## config.mk

```make
export PLATFORM = sky130hd
export DESIGN_NAME = move_scheduler
export DESIGN_NICKNAME = d
export VERILOG_FILES = /design/src/rtl/move_scheduler.sv
export SDC_FILE = /design/constraint.sdc
export NUM_CORES = 1
export LEC_CHECK = 0
export CAP_MARGIN = 10
export CORE_ASPECT_RATIO = 0.6
export CORE_UTILIZATION = 45
export CTS_CLUSTER_SIZE = 8
export DETAILED_ROUTE_END_ITERATION = 12
export GPL_TIMING_DRIVEN = 1
export HOLD_SLACK_MARGIN = 0.15
export PLACE_DENSITY = 0.69
export SYNTH_ARGS = -nofsm -noshare
export SYNTH_HDL_FRONTEND = slang
export SYNTH_SLANG_ARGS = --single-unit
```

## constraint.sdc

```tcl
create_clock -name CLK -period 19.1 [get_ports CLK]
set_input_delay 3.82 -clock CLK [delete_from_list [all_inputs] [get_ports CLK]]
set_output_delay 3.82 -clock CLK [all_outputs]
set_load 0.01 [all_outputs]
```

## src/rtl/move_scheduler.sv

```systemverilog
// move_scheduler: buffers fully assembled coordinated-move segments in a
// power-of-two ring and hands them to the DDA stepper executor one at a time.
// The next segment is offered only after the executor's completion pulse.
// Optional feature macro: MOVE_HALT_EN adds the halt_n port and the
// flush/abort path. Without it, seg_abort is tied low and the buffer drains
// only through normal dispatch.
module move_scheduler #(
    parameter int BUFFER_BITS = 2,
    parameter int SEG_W       = 64
) (
    input  logic                   CLK,
    input  logic                   resetn,
    input  logic                   wr_valid,
    output logic                   wr_ready,
    input  logic                   wr_dir,
    input  logic [SEG_W-1:0]       wr_duration,
    input  logic [SEG_W-1:0]       wr_increment,
    input  logic [SEG_W-1:0]       wr_incinc,
    output logic                   seg_valid,
    input  logic                   seg_ready,
    output logic                   seg_dir,
    output logic [SEG_W-1:0]       seg_duration,
    output logic [SEG_W-1:0]       seg_increment,
    output logic [SEG_W-1:0]       seg_incinc,
    input  logic                   seg_done,
    output logic                   seg_abort,
`ifdef MOVE_HALT_EN
    input  logic                   halt_n,
`endif
    output logic                   buffer_dtr,
    output logic                   move_done,
    output logic [BUFFER_BITS:0]   level,
    output logic                   overflow
);

    localparam int DEPTH = 1 << BUFFER_BITS;
    localparam logic [BUFFER_BITS-1:0] PTR_ONE = BUFFER_BITS'(1);
    localparam logic [BUFFER_BITS:0]   LVL_ONE = (BUFFER_BITS + 1)'(1);
    localparam logic [BUFFER_BITS:0]   LVL_FULL = (BUFFER_BITS + 1)'(DEPTH);

    typedef enum logic {
        ST_IDLE = 1'b0,
        ST_RUN  = 1'b1
    } state_t;

    state_t                 state_r;
    logic [BUFFER_BITS-1:0] wr_ptr_r;
    logic [BUFFER_BITS-1:0] rd_ptr_r;
    logic [BUFFER_BITS:0]   level_r;
    logic                   move_done_r;
    logic                   overflow_r;

    logic                   dir_mem_r    [DEPTH];
    logic [SEG_W-1:0]       dur_mem_r    [DEPTH];
    logic [SEG_W-1:0]       inc_mem_r    [DEPTH];
    logic [SEG_W-1:0]       incinc_mem_r [DEPTH];

    logic halt_s;
    logic full_s;
    logic empty_s;
    logic wr_fire_s;
    logic dispatch_s;

`ifdef MOVE_HALT_EN
    logic seg_abort_r;

    assign halt_s = ~halt_n;

    // Abort pulse: one cycle after a halt is sampled while a segment is executing.
    always_ff @(posedge CLK) begin
        if (!resetn) begin
            seg_abort_r <= 1'b0;
        end else begin
            seg_abort_r <= halt_s & (state_r == ST_RUN);
        end
    end

    assign seg_abort = seg_abort_r;
`else
    assign halt_s    = 1'b0;
    assign seg_abort = 1'b0;
`endif

    assign full_s     = (level_r == LVL_FULL);
    assign empty_s    = (level_r == '0);
    // While halting the host may keep pushing; those writes are silently discarded.
    assign wr_ready   = ~full_s | halt_s;
    assign buffer_dtr = ~full_s | halt_s;
    assign wr_fire_s  = wr_valid & ~full_s & ~halt_s;
    assign seg_valid  = (state_r == ST_IDLE) & ~empty_s & ~halt_s;
    assign dispatch_s = seg_valid & seg_ready;

    assign seg_dir       = dir_mem_r[rd_ptr_r];
    assign seg_duration  = dur_mem_r[rd_ptr_r];
    assign seg_increment = inc_mem_r[rd_ptr_r];
    assign seg_incinc    = incinc_mem_r[rd_ptr_r];

    assign level     = level_r;
    assign move_done = move_done_r;
    assign overflow  = overflow_r;

    // Segment storage: capture an accepted write at the write pointer.
    always_ff @(posedge CLK) begin
        if (!resetn) begin
            for (int i = 0; i < DEPTH; i++) begin
                dir_mem_r[i]    <= 1'b0;
                dur_mem_r[i]    <= '0;
                inc_mem_r[i]    <= '0;
                incinc_mem_r[i] <= '0;
            end
        end else if (wr_fire_s) begin
            dir_mem_r[wr_ptr_r]    <= wr_dir;
            dur_mem_r[wr_ptr_r]    <= wr_duration;
            inc_mem_r[wr_ptr_r]    <= wr_increment;
            incinc_mem_r[wr_ptr_r] <= wr_incinc;
        end
    end

    // Dispatch FSM plus pointer, occupancy, done-toggle and overflow bookkeeping.
    always_ff @(posedge CLK) begin
        if (!resetn) begin
            state_r     <= ST_IDLE;
            wr_ptr_r    <= '0;
            rd_ptr_r    <= '0;
            level_r     <= '0;
            move_done_r <= 1'b0;
            overflow_r  <= 1'b0;
        end else if (halt_s) begin
            // Flush: drop everything queued, forget the running segment.
            rd_ptr_r <= wr_ptr_r;
            level_r  <= '0;
            state_r  <= ST_IDLE;
        end else begin
            if (wr_fire_s) begin
                wr_ptr_r <= wr_ptr_r + PTR_ONE;
            end
            if (wr_valid && full_s) begin
                overflow_r <= 1'b1;
            end
            if (dispatch_s) begin
                rd_ptr_r <= rd_ptr_r + PTR_ONE;
            end
            case ({wr_fire_s, dispatch_s})
                2'b10:   level_r <= level_r + LVL_ONE;
                2'b01:   level_r <= level_r - LVL_ONE;
                default: level_r <= level_r;
            endcase
            case (state_r)
                ST_IDLE: begin
                    if (dispatch_s) begin
                        state_r <= ST_RUN;
                    end
                end
                ST_RUN: begin
                    if (seg_done) begin
                        move_done_r <= ~move_done_r;
                        state_r     <= ST_IDLE;
                    end
                end
                default: state_r <= ST_IDLE;
            endcase
        end
    end

endmodule
```

Yosys cells after proc, flatten, opt, wreduce, memory -nomap -nowiden
Memory sizes are Yosys's and may differ from the RTL's. A register that Yosys moved wholly into a read port is not among the register bits.
Cells that the tools add are included.
{"block": "totals", "ramBits": 772, "output_inout_bits": 202, "in_bits": 198, "elab_cells": 60, "regBits": 10, "mem_count": 4}
{"memory": "dur_mem_r", "depth": 4, "width": 64, "rd": 1, "rd_clocked_by_memory_dff": 1, "wr": 4, "line": "54", "text": "logic [SEG_W-1:0] dur_mem_r [DEPTH];"}
{"memory": "inc_mem_r", "depth": 4, "width": 64, "rd": 1, "rd_clocked_by_memory_dff": 1, "wr": 4, "line": "55", "text": "logic [SEG_W-1:0] inc_mem_r [DEPTH];"}
{"memory": "incinc_mem_r", "depth": 4, "width": 64, "rd": 1, "rd_clocked_by_memory_dff": 1, "wr": 4, "line": "56", "text": "logic [SEG_W-1:0] incinc_mem_r [DEPTH];"}
{"memory": "dir_mem_r", "depth": 4, "width": 1, "rd": 1, "rd_clocked_by_memory_dff": 1, "wr": 4, "line": "53", "text": "logic dir_mem_r [DEPTH];"}
{"block": "op_classes", "n_eq_ne": 3, "reduce_logical": 8, "n_bitwise": 7, "muxes": 28, "add_sub_neg": 4}
{"cell": "$mux W64", "n": 3}
{"cell": "$reduce_or A64 Y1", "n": 3}
{"cell": "$mux W2", "n": 12}
{"cell": "$mux W1", "n": 11}
{"cell": "$pmux W3 S2", "n": 1}
{"cell": "$add A2 B1 Y2 const B", "n": 2}
{"cell": "$not A1 Y1", "n": 4}
{"cell": "$add A3 B1 Y3 const B", "n": 1}
{"cell": "$and A1 B1 Y1", "n": 3}
{"cell": "$eq A3 B3 Y1 const B", "n": 1}
{"cell": "$logic_not A3 Y1", "n": 1}
{"cell": "$sub A3 B1 Y3 const B", "n": 1}
{"cell": "$eq A2 B1 Y1 const B", "n": 1}
{"cell": "$eq A2 B2 Y1 const B", "n": 1}
{"cell": "$pmux W1 S2", "n": 1}
{"cell": "$reduce_and A2 Y1", "n": 1}
{"cell": "$reduce_bool A2 Y1", "n": 1}
{"cell": "$logic_and A1 B1 Y1", "n": 1}
{"cell": "$reduce_or A1 Y1", "n": 1}

Depth between registers and ports, before layout
{"block": "depth", "word_depth": 8, "mapped_depth": 9, "mapped_depth_nobuf": 9}

Worst setup path before layout
OpenSTA, ideal clock, no wires.
{"block": "synth_path", "path_kind": "input to register", "from": "input resetn", "to": "memory dur_mem_r[0][0], enable pin", "required_ns": 18.091, "path_slack_ns": 0.501, "setup_ns": 1.009, "n_path_buf": 0, "cell_stages": 2, "t_arrival_ns": 17.590, "cell_sequence": "or3b_1 > o21ai_0"}
{"element": "from (decl)", "line": "12", "text": "input logic resetn,"}
{"element": "to (decl)", "line": "54"}

==> reports/results.tsv <==
metric	value	unit
final wirelength	76400	µm
initial antenna violation count	11	
CP startpoint kind	flop	
Avg Cell Area, Syn	17.3	µm²
CTS tree	yes	
grt peak-use layer	met2	
clk slew on worst S/H paths	0.05	ns
Die ar.	75700	µm²
Die Span Y	213	µm
H-tree depth	3	
ys async rst share	0	%
Hold Buf Count CTS	0	
CP Max Fanout	43	
post-route setup TNS	0	ns
drt first pass iters	5	
grt met2 use	31.6	%
fraction of layout cells with a size suffix above 1	14.7	%
core box area	73700	µm²
RSZ-0062 raised after global routing	false	
via count	17900	
most common cell after layout, fill and taps aside	and2_1	
I/O Buffers	398	
#FFs+latches synth	784	
Setup Viol. Count Final	0	
syn_nets	2141	
period utilization	42.7	%
most frequent cells in the layout	772 x and2_1, 769 x edfxtp_1, 398 x clkdlybuf4s50_1	
fin. max-slew vios	0	
CP Data Arrival Time	4.33	ns
relative slew slack	26.6	%
VDD IR max	0.0791	mV
Vias/cell	5.30	
GRT met3 Usage	4.56	%
hpwl dp	42800	µm
HP Class	reg -> reg	
largest net degree at the start of global routing	94	
Syn Std Cell Area	33500	µm²
Clock Sinks	784	
Clock Latency Late Sink	0.66	ns
first-pass GRT wire length	115000	µm
mean routed wirelength per cell	22.6	µm
CP Class	reg -> out	
worst setup margin	10.95	ns
endpoints failing hold	0	
Worst Path Required	15.28	ns
status	finished, final reports clean	
Main synth FF type	edfxtp_1	
aggregate global-route resource usage	20.1	%
fmax	123	MHz
vias in the first global route	18300	
register area share after synthesis	69.7	%
cts repair resizes	0	
Die W	354	µm
Initial DRC Count	1415	
# nets final	2549	
Worst Skew	0.0282	ns
IO Count	400	
gr ovfl total	0	
Post-Synthesis Cells	1941	
Ys Warns	0	
postcts setup bufs	0	
CP Capture Type	output port	
min cycle time layout	8.15	ns
FILL cells	5693	
PwrDens	119	nW/µm²
Final ANT Viol Nets	0	
Area Overhead vs Synth	23.6	%
CTS Buf Count	107	
number of synthesized flops with an enable pin	769	
starting density of the core	45.5	%
P_leak	14.7	nW
clk buf depth	3	
Cell variety after synth	38	
CTS Root Cell	clkbuf_16	
Setup WS pre-CTS	11.44	ns
GP Congestion	0.778	
Worst Max-Slew Pin Slew	1.10	ns
post-route DRC violation count	0	
GR Util met1	28.5	%
FP Rows	77	
Max Cap Viol	0	
## synthesized netlist by cell type, types with 3 or more instances
library cell | count | area, µm²
clkbuf_2 | 18 | 90.1
buf_2 | 28 | 140
o21ai_0 | 4 | 20.0
mux2i_1 | 6 | 60.1
dfxtp_1 | 15 | 300
a21boi_0 | 3 | 22.5
edfxtp_1 | 769 | 23100
inv_1 | 4 | 15.0
buf_1 | 8 | 30.0
buf_4 | 3 | 22.5
mux4_2 | 193 | 4350
and2_1 | 772 | 4830
clkbuf_1 | 74 | 278
nand2_1 | 14 | 52.6
## final cells by class
cell class | instances | area, µm² | share of cell area [%]
Clock buffer | 135 | 2830 | 6.82
Timing Repair Buffer | 430 | 4220 | 10.2
Inverter | 5 | 18.8 | 0.0453
Sequential cell | 784 | 23400 | 56.5
Antenna cell | 5 | 12.5 | 0.0302
Multi-Input combinational cell | 1021 | 9630 | 23.2
Clock inverter | 5 | 106 | 0.257
Tap cell | 987 | 1230 | 2.98
## flip-flops by register name (all words and copies together) (netlist names), 2 cells and up, named ones only
name and cells:
dur_mem_r 256, inc_mem_r 256, incinc_mem_r 256, dir_mem_r 4, level 3, rd_ptr_r 2
wr_ptr_r 2
## where the power goes
part	total [mW]	internal (mW)	switching (mW)
logic	1.09	0.591	0.501
clock network	1.70	1.02	0.681
registers	2.16	2.09	0.0667
total	4.95	3.70	1.25
## critical path: stages, from the launching register on
cell,delay [ns]
dfxtp_4,0.80
buf_4,0.80
buf_4,0.82
mux4_2,0.61
clkdlybuf4s50_1,0.53
## through the flow
| stage | utilization [%] | instances | hold WS [ns] | area, µm² | total power, mW |
|---|---|---|---|---|---|
| after floorplan | - | 1941 | 0.444 | 33500 | 2.81 |
| after global placement | 52.2 | 3227 | 0.460 | 38500 | 3.28 |
| after detailed placement | 52.2 | 3227 | 0.468 | 38500 | 3.30 |
| after CTS | 56.2 | 3367 | 0.482 | 41400 | 5.01 |
| after global routing | 56.2 | 3368 | 0.494 | 41400 | 5.14 |
| final | 56.2 | 3372 | 0.485 | 41400 | 4.95 |
## cell families (layout without fill, tap and decap cells)
kind of cell	count (synthesis)	in the layout	synth area share, %
flops	784	784	69.7
simple gates	806	806	15.0
xor+xnor	3	3	0.0783
buf+inv	136	575	1.73
fa+ha+maj	2	2	0.0970
mux	199	199	13.1
other cells	1	6	0.0112
compound gates	10	10	0.186
## per-layer routing
| metal | share of wire [%] | vias to the layer above |
|---|---|---|
| met4 | 2.0 | 12 |
| met1 | 44 | 9257 |
| met2 | 48 | 493 |
| li1 | - | 7998 |
| met3 | 6.3 | 125 |
| met5 | 0.098 | - |
## path summary, 6_finish.rpt
check | from | end | slack, ns | depth (start not counted)
worst max-delay path | flop | seg_duration[32] | 10.95 | 4
worst min-delay path | dir_mem_r[1] | dir_mem_r[1] | 0.49 | 2
worst max register to register | level[1] | dur_mem_r[1][35] | 15.47 | 5
worst min register to register | dir_mem_r[1] | dir_mem_r[1] | 0.49 | 2
(Power assumes the default switching activity.)
